===== src/rtl/jpeg_bitstream_unstuffer.sv =====
// JPEG entropy-segment unstuffer: drops 0xFF00 stuffing and 0xFF fill bytes, halts on markers,
// and presents a left-justified MSB-first 16-bit window. Define JPEG_UNSTUFF_RST_EN to absorb RSTm markers.
module jpeg_bitstream_unstuffer #(
  parameter int ACC_W = 32
) (
  input  logic        clk,
  input  logic        rst_n,
  input  logic        flush,
  input  logic [7:0]  in_data,
  input  logic        in_valid,
  output logic        in_ready,
  output logic [15:0] win_data,
  output logic [6:0]  win_bits,
  input  logic        consume,
  input  logic [4:0]  consume_len,
  output logic        marker_valid,
  output logic [7:0]  marker_code,
  input  logic        marker_ack,
  output logic        rst_seen,
  output logic        error
);
  typedef enum logic [1:0] {
    DATA    = 2'd0,
    FF_SEEN = 2'd1,
    MARKER  = 2'd2
`ifdef JPEG_UNSTUFF_RST_EN
    , RST_WAIT = 2'd3
`endif
  } state_t;

  localparam logic [6:0] READY_LIM = 7'(ACC_W - 8);

  state_t           state_reg, state_next;
  logic [ACC_W-1:0] acc_reg, acc_next, acc_cons;
  logic [6:0]       fill_reg, fill_next, fill_cons, len_ext;
  logic [7:0]       code_reg, code_next, append_byte;
  logic             error_reg, error_next;
  logic             ready_reg, ready_next;
  logic             mv_reg, mv_next;
  logic             rs_reg, rs_next;
  logic [15:0]      win_data_reg, win_data_next;
  logic [6:0]       win_bits_reg, win_bits_next;
  logic             accept, do_consume, bad_len, append;

  always_comb begin
    state_next  = state_reg;
    acc_next    = acc_reg;
    fill_next   = fill_reg;
    code_next   = code_reg;
    error_next  = error_reg;
    rs_next     = 1'b0;
    append      = 1'b0;
    append_byte = in_data;
    accept      = in_valid && ready_reg;
    len_ext     = {2'b00, consume_len};
    do_consume  = consume && !(state_reg == MARKER && marker_ack);
    bad_len     = (consume_len == 5'd0) || (consume_len > 5'd16) || (len_ext > win_bits_reg);
    acc_cons    = acc_reg;
    fill_cons   = fill_reg;

    // Over-consuming the buffered bits (legal only in MARKER) just empties the accumulator.
    if (do_consume) begin
      if (bad_len) begin
        error_next = 1'b1;
        acc_cons   = '0;
        fill_cons  = '0;
      end else if (len_ext >= fill_reg) begin
        acc_cons  = '0;
        fill_cons = '0;
      end else begin
        acc_cons  = acc_reg << consume_len;
        fill_cons = fill_reg - len_ext;
      end
    end

    if (accept) begin
      case (state_reg)
        FF_SEEN: begin
          if (in_data == 8'h00) begin
            append      = 1'b1;
            append_byte = 8'hFF;
            state_next  = DATA;
          end else if (in_data == 8'hFF) begin
            state_next = FF_SEEN;
`ifdef JPEG_UNSTUFF_RST_EN
          end else if (in_data[7:3] == 5'b11010) begin
            state_next = RST_WAIT;
`endif
          end else begin
            code_next  = in_data;
            state_next = MARKER;
          end
        end
        default: begin
          if (in_data == 8'hFF) state_next = FF_SEEN;
          else                  append     = 1'b1;
        end
      endcase
    end

    // New byte lands directly behind whatever survives this cycle's consume.
    if (append) begin
      acc_next  = acc_cons | ({append_byte, {(ACC_W-8){1'b0}}} >> fill_cons);
      fill_next = fill_cons + 7'd8;
    end else begin
      acc_next  = acc_cons;
      fill_next = fill_cons;
    end

    if (state_reg == MARKER && marker_ack) begin
      state_next = DATA;
      acc_next   = '0;
      fill_next  = '0;
    end
`ifdef JPEG_UNSTUFF_RST_EN
    if (state_reg == RST_WAIT && fill_reg < 7'd8) begin
      state_next = DATA;
      acc_next   = '0;
      fill_next  = '0;
      rs_next    = 1'b1;
    end
`endif
    if (flush) begin
      state_next = DATA;
      acc_next   = '0;
      fill_next  = '0;
      code_next  = '0;
      error_next = 1'b0;
      rs_next    = 1'b0;
    end

    ready_next    = (state_next == DATA || state_next == FF_SEEN) && (fill_next <= READY_LIM);
    mv_next       = (state_next == MARKER);
    win_bits_next = (mv_next && fill_next < 7'd16) ? 7'd16 : fill_next;
    win_data_next = acc_next[ACC_W-1 -: 16] |
                    ((fill_next >= 7'd16) ? 16'h0000 : (16'hFFFF >> fill_next));
  end

  always_ff @(posedge clk or negedge rst_n) begin
    if (!rst_n) begin
      state_reg    <= DATA;
      acc_reg      <= '0;
      fill_reg     <= '0;
      code_reg     <= '0;
      error_reg    <= 1'b0;
      ready_reg    <= 1'b0;
      mv_reg       <= 1'b0;
      rs_reg       <= 1'b0;
      win_data_reg <= 16'hFFFF;
      win_bits_reg <= '0;
    end else begin
      state_reg    <= state_next;
      acc_reg      <= acc_next;
      fill_reg     <= fill_next;
      code_reg     <= code_next;
      error_reg    <= error_next;
      ready_reg    <= ready_next;
      mv_reg       <= mv_next;
      rs_reg       <= rs_next;
      win_data_reg <= win_data_next;
      win_bits_reg <= win_bits_next;
    end
  end

  assign in_ready     = ready_reg;
  assign win_data     = win_data_reg;
  assign win_bits     = win_bits_reg;
  assign marker_valid = mv_reg;
  assign marker_code  = code_reg;
  assign rst_seen     = rs_reg;
  assign error        = error_reg;
endmodule


===== config.mk =====
export PLATFORM = sky130hd
export DESIGN_NAME = jpeg_bitstream_unstuffer
export DESIGN_NICKNAME = d
export VERILOG_FILES = /design/src/rtl/jpeg_bitstream_unstuffer.sv
export SDC_FILE = /design/constraint.sdc
export NUM_CORES = 1
export LEC_CHECK = 0
export CELL_PAD_IN_SITES_DETAIL_PLACEMENT = 0
export CELL_PAD_IN_SITES_GLOBAL_PLACEMENT = 1
export CORE_MARGIN = 2
export CORE_UTILIZATION = 46
export CTS_BUF_LIST = sky130_fd_sc_hd__clkbuf_8
export CTS_CLUSTER_DIAMETER = 100
export DETAILED_ROUTE_END_ITERATION = 16
export GPL_TIMING_DRIVEN = 1
export PLACE_DENSITY = 0.84
export SYNTH_ARGS = -nofsm -noshare
export SYNTH_HDL_FRONTEND = slang
export SYNTH_SLANG_ARGS = --single-unit

===== constraint.sdc =====
create_clock -name clk -period 3.9 [get_ports clk]
set_clock_uncertainty 0.05 [all_clocks]
set_input_delay 0.39 -clock clk [delete_from_list [all_inputs] [get_ports clk]]
set_output_delay 0.39 -clock clk [all_outputs]
set_load 0.03 [all_outputs]

==> metrics.cfg <==
[synth]
synth_area_um2 = 6050
syn_avg_cell_area_um2 = 8.89
yosys-top-cells-count = nand2_1 (97), nor2_1 (79), dfrtp_1 (58)
synth_edf_count = 0
yosys_warnings = 0
synth_fp_nets = 712
synth_cell_type_count = 89
yosysTopAreaCell = dfrtp_1
synth_area_leaders = dfrtp_1 (24%), mux4_2 (9.7%), dfstp_2 (7.0%)
synth_seq_area_share = 0.310
yosysMostFrequentCell = nand2_1
synthCells = 680
ys_ff_latch = 74
synth_flop_cell = dfrtp_1
yosysTopAreaCellShare = 0.240
async_flop_share = 1.00

[job]
maxCapViolations = 0

[routing]
drt_pass1_iterations = 5
wl_per_cell_um = 22.4
drc = 0
via_per_inst = 6.28
vias = 6050
drt.antenna.violating_nets = 0
first_iter_violations = 704
wl_mm = 21.6

[die]
die_area_um2 = 14100
die_h_um = 119
start_util = 0.475
fp.dieW_um = 119
core-area_um2 = 12700
row_count = 41
pin_count = 54

[sta]
fin_crit_ns = 3.74
slew_viol_final = 0
setup_viol = 0
fmax_mhz = 267
fin_ws_ns = 0.159
finalHoldViolCount = 0
maxSlewHeadroom = 0.368
worstMarginPinSlew_ns = 0.948
finalCritPeriodShare = 0.959

[critical_path]
rrSetupSlack_ns = 0.20
cp_max_fo = 6
criticalPathCategory = in2reg
arrival_ns = 3.99
reg2reg_from = win_bits[1]$_DFF_PN0_
cp.required_ns = 4.15
worstSetupEndpointType = flop
r2r_end = win_data[0]$_DFF_PN1_
r2r_cells = 13
cp-start-kind = input port

[cells_and_area]
fin_nets = 818
syn2layout_area_growth_pct = 22.8
fill_cells = 1193
drive_above_1_share = 0.240
largest_reg_flops = 32
insertedDiodeCount = 0
final_cell_area_um2 = 7420
fin_util = 0.583

[grt]
grt_first_pass_wirelength_mm = 34.4
overflow = 0
grt_pass1_vias = 5937
grt_max_degree = 75
antenna_found_initial = 0
grt.total_usage = 0.314

[placed_design]
dpl.hpwl_mm = 16.7
placed_area_um2 = 7190
place_ws_ns = -0.146
gp_congestion = 0.932
io_buffer_count = 52

[cts]
cts_sinks = 74
cts_hold_buf = 0
clockBufferDepth = 2
cts_tree = yes
clk_root_buffer_cell = clkbuf_8
cts_buffers = 9
clk_latency_ns = 0.37
clk_pin_slew_ns = 0.08
h-tree-depth = 3

[power_and_ir_drop]
p_leak_nw = 3.10
p_per_area_nw_per_um2 = 337
finalPower_mw = 2.50
irDropWorstVdd_v = 0.000273

[outcome]
outcome = completed

[worst_hold_path]
hold_path.class = in2async

## power by group
group / internal, mW / switching [mW] / total [mW]
clock network: 0.300 / 0.321 / 0.621
registers: 0.865 / 0.0434 / 0.908
logic: 0.393 / 0.577 / 0.970
total: 1.56 / 0.941 / 2.50
## critical path, stage by stage
cell and delay (ns):
clkdlybuf4s50_1 0.54, ha_1 0.28, and3b_1 0.17, a211oi_1 0.37, o31a_1 0.38, a41o_1 0.40, mux2i_1 0.28, buf_4 0.15
a221oi_2 0.05, buf_4 0.18, a22oi_1 0.31, o22ai_1 0.21, or2_1 0.28
## metrics by stage
stage          setup TNS, ns  instances  hold WS, ns
2_1_floorplan              0        680       0.0444
3_5_place_dp           -1.58        944        0.447
4_1_cts                    0        960        0.142
5_1_grt             -0.00937        963        0.192
6_report                   0        963        0.112
3_3_place_gp          -0.808        944        0.457
## cells in the final DEF, fill, tap and decap left out, types with 6 or more instances in the layout
cell type         n
nand2_1          97
buf_4            88
nor2_1           79
dfrtp_1          58
a21oi_1          50
clkdlybuf4s50_1  50
mux2i_1          37
mux4_2           26
o21ai_0          23
nor3_1           17
dfstp_2          16
inv_1            14
o22ai_1          14
ha_1             12
nand3_1          11
a211oi_1         10
a22oi_1          10
clkbuf_8          9
a22o_1            8
and2_1            7
a21o_1            6
xnor2_1           6
o211ai_1          6
## layout make-up
| class | count | area [um2] | area share |
|---|---|---|---|
| multi-input combinational | 543 | 3900 | 0.525 |
| sequential | 74 | 1870 | 0.252 |
| tap | 172 | 215 | 0.0290 |
| inverter | 19 | 71.3 | 0.00961 |
| clock buffer | 9 | 124 | 0.0167 |
| timing repair buffer | 139 | 1170 | 0.157 |
| clock inverter | 7 | 75.1 | 0.0101 |
## kinds of logic after synthesis
logic type | Yosys count | share of synthesized area
AO/OA/AOI/OAI | 193 | 0.227
XOR/XNOR | 8 | 0.0116
AND/OR/NAND/NOR | 256 | 0.198
adder cells (fa/ha/maj) | 13 | 0.0281
other | 1 | 0.000620
flip-flops | 74 | 0.310
multiplexers | 72 | 0.178
buffers and inverters | 63 | 0.0472
## worst max path at each step
| stage | from | endpoint | slack, ns | cells after the start |
|---|---|---|---|---|
| 2_1_floorplan | consume_len[2] | win_bits[4]$_DFF_PN0_ | 0.05 | 17 |
| 3_3_place_gp | consume_len[4] | win_data[14]$_DFF_PN1_ | -0.13 | 13 |
| 3_5_place_dp | consume_len[2] | win_data[10]$_DFF_PN1_ | -0.15 | 12 |
| 4_1_cts | consume_len[2] | win_data[0]$_DFF_PN1_ | 0.23 | 13 |
| 5_1_grt | consume_len[2] | win_data[0]$_DFF_PN1_ | -0.009 | 13 |
| 6_report | consume_len[2] | win_data[0]$_DFF_PN1_ | 0.16 | 13 |
## metal layers
layer	wire, um	share of wire	vias up	global-route usage
met2	10100	0.47	254	0.496
li1	-	-	2764	-
met5	0	0	-	0
met3	1150	0.053	48	0.0347
met4	701	0.032	0	0.118
met1	9640	0.45	2984	0.444
## timing repair
item,CTS,global route
resized for setup,0,4
setup buffers,0,3
endpoints found under the setup margin,0,6
No activity file was read; power rests on OpenSTA's default activity.
==> edit 1, RTL diff (same settings) <==
The parameter `ACC_W` goes from 32 to 24.
--- a/src/rtl/jpeg_bitstream_unstuffer.sv
+++ b/src/rtl/jpeg_bitstream_unstuffer.sv
@@ -1,7 +1,7 @@
 // JPEG entropy-segment unstuffer: drops 0xFF00 stuffing and 0xFF fill bytes, halts on markers,
 // and presents a left-justified MSB-first 16-bit window. Define JPEG_UNSTUFF_RST_EN to absorb RSTm markers.
 module jpeg_bitstream_unstuffer #(
-  parameter int ACC_W = 32
+  parameter int ACC_W = 24
 ) (
   input  logic        clk,
   input  logic        rst_n,
Formal check against the unedited RTL: not equivalent (Yosys sat finds a counterexample within 10 cycles, from zero or initial values and one cycle with rst_n low).
==> edit 1 against the original RTL <==
Design area down 7.3%. Global-route usage down 0.54 points. Critical path depth up 2. Wire length fell by 13%. Synthesized area fell by 14%. Sequential share of layout area is 0.93 points lower. Via count shrank 9.3%. Non-clock buffer count grew 26. Total power down 6.5%. Worst setup slack got worse by 0.071 ns. Sequential cell count is 8 lower. Critical path type unchanged. Largest power group unchanged.
==> edit 1: results (changes against the original RTL) <==
Iteration-0 DRC Markers 671 (was 704); total CTS buffers 9 (unchanged); storage element area 1670 sq um (was 1870 sq um); leak pwr 3.08 nW (was 3.10 nW); switching power 0.000827 W (was 0.000941 W); CP Max Fanout 4 (was 6); largest cells by area after synthesis dfrtp_1 (24%), mux2i_1 (8.5%), dfstp_2 (8.1%) (was dfrtp_1 (24%), mux4_2 (9.7%), dfstp_2 (7.0%)); Detailed Route WL 18800 um (was 21600 um); Hold Crit Class input port to asynchronous set/reset pin (unchanged); FF-to-FF End acc_reg[16] (was win_data[0]); RR Startpoint fill_reg[0] (was win_bits[1]); R2R setup slack 0.15 ns (was 0.20 ns); Clk Latency, worst-skew pair 0.36 ns; worst slew pin tran 0.817 ns (was 0.948 ns); CP startpoint consume_len[3] (was consume_len[2]); synthesized-area fraction occupied by adder cells 3.27% (was 2.81%); GP Congestion 0.973 (was 0.932); pin count of the biggest net entering global routing 40 (was 75); Post-synth top cells nor2_1 (74), nand2_1 (63), dfrtp_1 (50) (was nand2_1 (97), nor2_1 (79), dfrtp_1 (58)); Yosys Warn Count 0 (unchanged); Filler cells 983 (was 1193); total track usage 30.9% (was 31.4%); CTS Sinks 66 (was 74); status finished, final reports clean (unchanged); Peak VDD IR 0.303 mV (was 0.273 mV); FF-to-FF path depth 15 (was 13); Post-DP HPWL 15000 um (was 16700 um); Setup WS pre-CTS -0.316 ns (was -0.146 ns); area fraction in compound gates after synthesis 25.4% (was 22.7%); vias in the first global route 5516 (was 5937); clock network area share 3.25% (was 2.68%); mux cell area share after synthesis 12.8% (was 17.8%); Via density 6.12 (was 6.28); Seq/Total Area, Yosys 32.1% (was 31.0%); antenna fix cells 0 (unchanged); share of layout cells above drive strength 1 25.1% (was 24.0%); Synth cell types 76 (was 89); H-tree depth 3 (unchanged); CP max stage cell clkdlybuf4s50_1 (unchanged); multi-input logic area 3340 sq um (was 3900 sq um); comb_multi_in 485 (was 543); non-clock buffer count in the final layout 165 (was 139); max reg flops 24 (was 32); Synthesized Nets 646 (was 712); non-clock buffer area fraction after layout 20.0% (was 15.7%); XOR/XNOR Fraction of Synth Area 1.51% (was 1.16%); first-pass GRT wire length 29700 um (was 34400 um)
[edit 1: power by group through the flow]
stage                     registers [W]  logic (W)  clock network [W]
after detailed placement       0.000820   0.000852                  0
after CTS                      0.000807   0.000856           0.000663
after global placement         0.000817   0.000847                  0
after global routing           0.000814   0.000929           0.000696
final                          0.000807   0.000875           0.000654
after floorplan                0.000902   0.000378                  0
[edit 1: per-stage QoR]
stage	power (W)	area (sq um)	instances	hold slack, ns
global placement	0.00166	6640	881	0.429
finish	0.00234	6880	897	0.0721
detailed placement	0.00167	6640	881	0.452
floorplan	0.00128	5260	614	0.0444
global route	0.00244	6880	897	0.135
CTS	0.00233	6860	897	0.0933
[edit 1: metal layers]
layer / share of wire [%] / vias to the layer above / GRT usage (%) / routed length [um]
li1: - / 2561 / - / -
met1: 44 / 2579 / 42.7 / 8290
met2: 44 / 300 / 47.0 / 8340
met3: 8.4 / 48 / 6.42 / 1580
met4: 3.3 / 0 / 13.2 / 624
met5: 0 / - / 0 / 0
==> edit 2, RTL diff (same settings) <==
Made on the original files. Put one more register stage on the output `error`, without a reset. The value now appears one clock later. The other outputs are not delayed to match.
--- a/src/rtl/jpeg_bitstream_unstuffer.sv
+++ b/src/rtl/jpeg_bitstream_unstuffer.sv
@@ -168,6 +168,8 @@
   assign marker_valid = mv_reg;
   assign marker_code  = code_reg;
   assign rst_seen     = rs_reg;
-  assign error        = error_reg;
+  always_ff @(posedge clk) begin
+    error <= error_reg;
+  end
 endmodule
 
Behaviour: not the same (a bounded check fails within 4 cycles, from zero or initial values and one cycle with rst_n low).
==> edit 2 against the original RTL <==
Clock power up 7.7%. Worst setup slack gained 0.0041 ns. Global-route usage is essentially flat. Design area fell by 0.34%. Synthesized area up 0.33%. Die area rose by 0.31%. Total power rose by 1.9%. Wire length is 0.40% higher. Sequential cell count up 1. Utilization down 0.20 points. Combinational power is 2% lower.
==> edit 2: results (changes against the original RTL) <==
Filler cells 1196 (was 1193); grt met1 use 43.3% (was 44.4%); Via density 6.42 (was 6.28); Clk Latency, worst-skew pair 0.36 ns; switching part of the total 36.5% (was 37.7%); Yosys Warn Count 0 (unchanged); CTS Buffer Depth 2 (unchanged); setup bufs post-CTS 0 (unchanged); fraction of registers with async set/reset 98.7% (was 100%); R2R setup slack 0.19 ns; biggest cell delay along the critical path 0.53 ns; pin count of the biggest net entering global routing 75 (unchanged); Mapped Cells 681 (was 680); GP Congestion 0.989 (was 0.932); met3 Use GR 4.50% (was 3.47%); max reg flops 32 (unchanged); Area after DPL 7170 sq um (was 7190 sq um); Setup WS pre-CTS -0.166 ns (was -0.146 ns); FF-to-FF End win_data[15] (was win_data[0]); Clock Pin Slew Worst Setup and Hold Paths 0.08 ns (about the same); P_seq 0.000924 W (was 0.000908 W); worst setup margin 0.164 ns (was 0.159 ns); met2 GRT Util 49.6% (unchanged); Nets 811 (was 818); Post-synth top cells nand2_1 (97), nor2_1 (79), dfrtp_1 (58) (unchanged); largest cells by area after synthesis dfrtp_1 (24%), mux4_2 (9.7%), dfstp_2 (6.9%) (was dfrtp_1 (24%), mux4_2 (9.7%), dfstp_2 (7.0%)); antenna fix cells 0 (unchanged); Hold Crit Class input port to asynchronous set/reset pin (unchanged); Peak VDD IR 0.287 mV (was 0.273 mV); Iteration-0 DRC Markers 805 (was 704); cell family with most CP delay compound AO/OA/AOI/OAI gates (unchanged); leak pwr 3.08 nW (was 3.10 nW); share of layout cells above drive strength 1 22.7% (was 24.0%); Rel. slew slack 37.8% (was 36.8%); Synth cell types 90 (was 89); Port Buffers 52 (unchanged); H-tree depth 3 (unchanged); CP max stage cell clkdlybuf4s50_1 (unchanged); DR WL/cell 22.7 um (was 22.4 um); Synthesized Nets 713 (was 712); Post-DP HPWL 17000 um (was 16700 um); total track usage 31.4% (about the same); Pwr Total 0.00255 W (was 0.00250 W); vias in the first global route 6056 (was 5937); clock root buffer clkbuf_8 (unchanged); Arr. time, crit path 3.95 ns (was 3.99 ns); initial antenna violation count 0 (unchanged); ys flop type dfrtp_1 (unchanged); Seq/Total Area, Yosys 31.2% (was 31.0%); status finished, final reports clean (unchanged); Detailed Route WL 21700 um (was 21600 um); first-pass GRT wire length 34500 um (was 34400 um); dpl cells 940 (was 944); CP Max Fanout 5 (was 6); power in combinational cells 0.000953 W (was 0.000970 W); FF-to-FF path depth 13 (unchanged); total CTS buffers 9 (unchanged)
==> edit 2: area by class of cell <==
class / count / area share (%)
clock buffer: 9 / 1.67
clock inverter: 7 / 1.25
sequential: 75 / 25.6
tap: 172 / 2.91
multi-input combinational: 543 / 52.7
inverter: 19 / 0.964
timing repair buffer: 131 / 15.0
==> edit 2: repair_timing <==
| item | in CTS | in global routing |
|---|---|---|
| hold buffers | 0 | 0 |
| endpoints found under the setup margin | 0 | 6 |
| resized for setup | 0 | 1 |
==> edit 2: logic make-up (layout without fill, tap and decap cells) <==
kind of cell	after synthesis	count (layout)	synth area share (%)
AND/OR/NAND/NOR	256	256	19.7
multiplexers	72	72	17.7
buffers and inverters	63	166	4.70
adder cells (fa/ha/maj)	13	13	2.81
flip-flops	75	75	31.2
other	1	1	0.0618
AO/OA/AOI/OAI	193	193	22.7
XOR/XNOR	8	8	1.16
==> edit 2: per-layer routing <==
metal	wire length (um)	share of wire (%)	vias up
met3	1380	6.4	47
met5	0	0	-
met2	10100	47	289
met4	792	3.7	0
met1	9420	43	3052
li1	-	-	2747
==> edit 2: metrics by stage <==
stage / hold WS [ns] / utilization (%)
2_1_floorplan: 0.0444 / -
3_3_place_gp: 0.333 / 56.4
3_5_place_dp: 0.337 / 56.4
4_1_cts: 0.141 / 58.1
5_1_grt: 0.195 / 58.2
6_report: 0.122 / 58.2
==> edit 2: worst max path at each step <==
| stage | from | endpoint |
|---|---|---|
| 3_3_place_gp | consume_len[1] | win_data[1] |
| 2_1_floorplan | consume_len[2] | win_bits[4] |
| 4_1_cts | consume_len[2] | win_data[15] |
| 3_5_place_dp | consume_len[2] | win_data[15] |
| 5_1_grt | fill_reg[0] | win_data[11] |
| 6_report | consume_len[2] | win_data[15] |
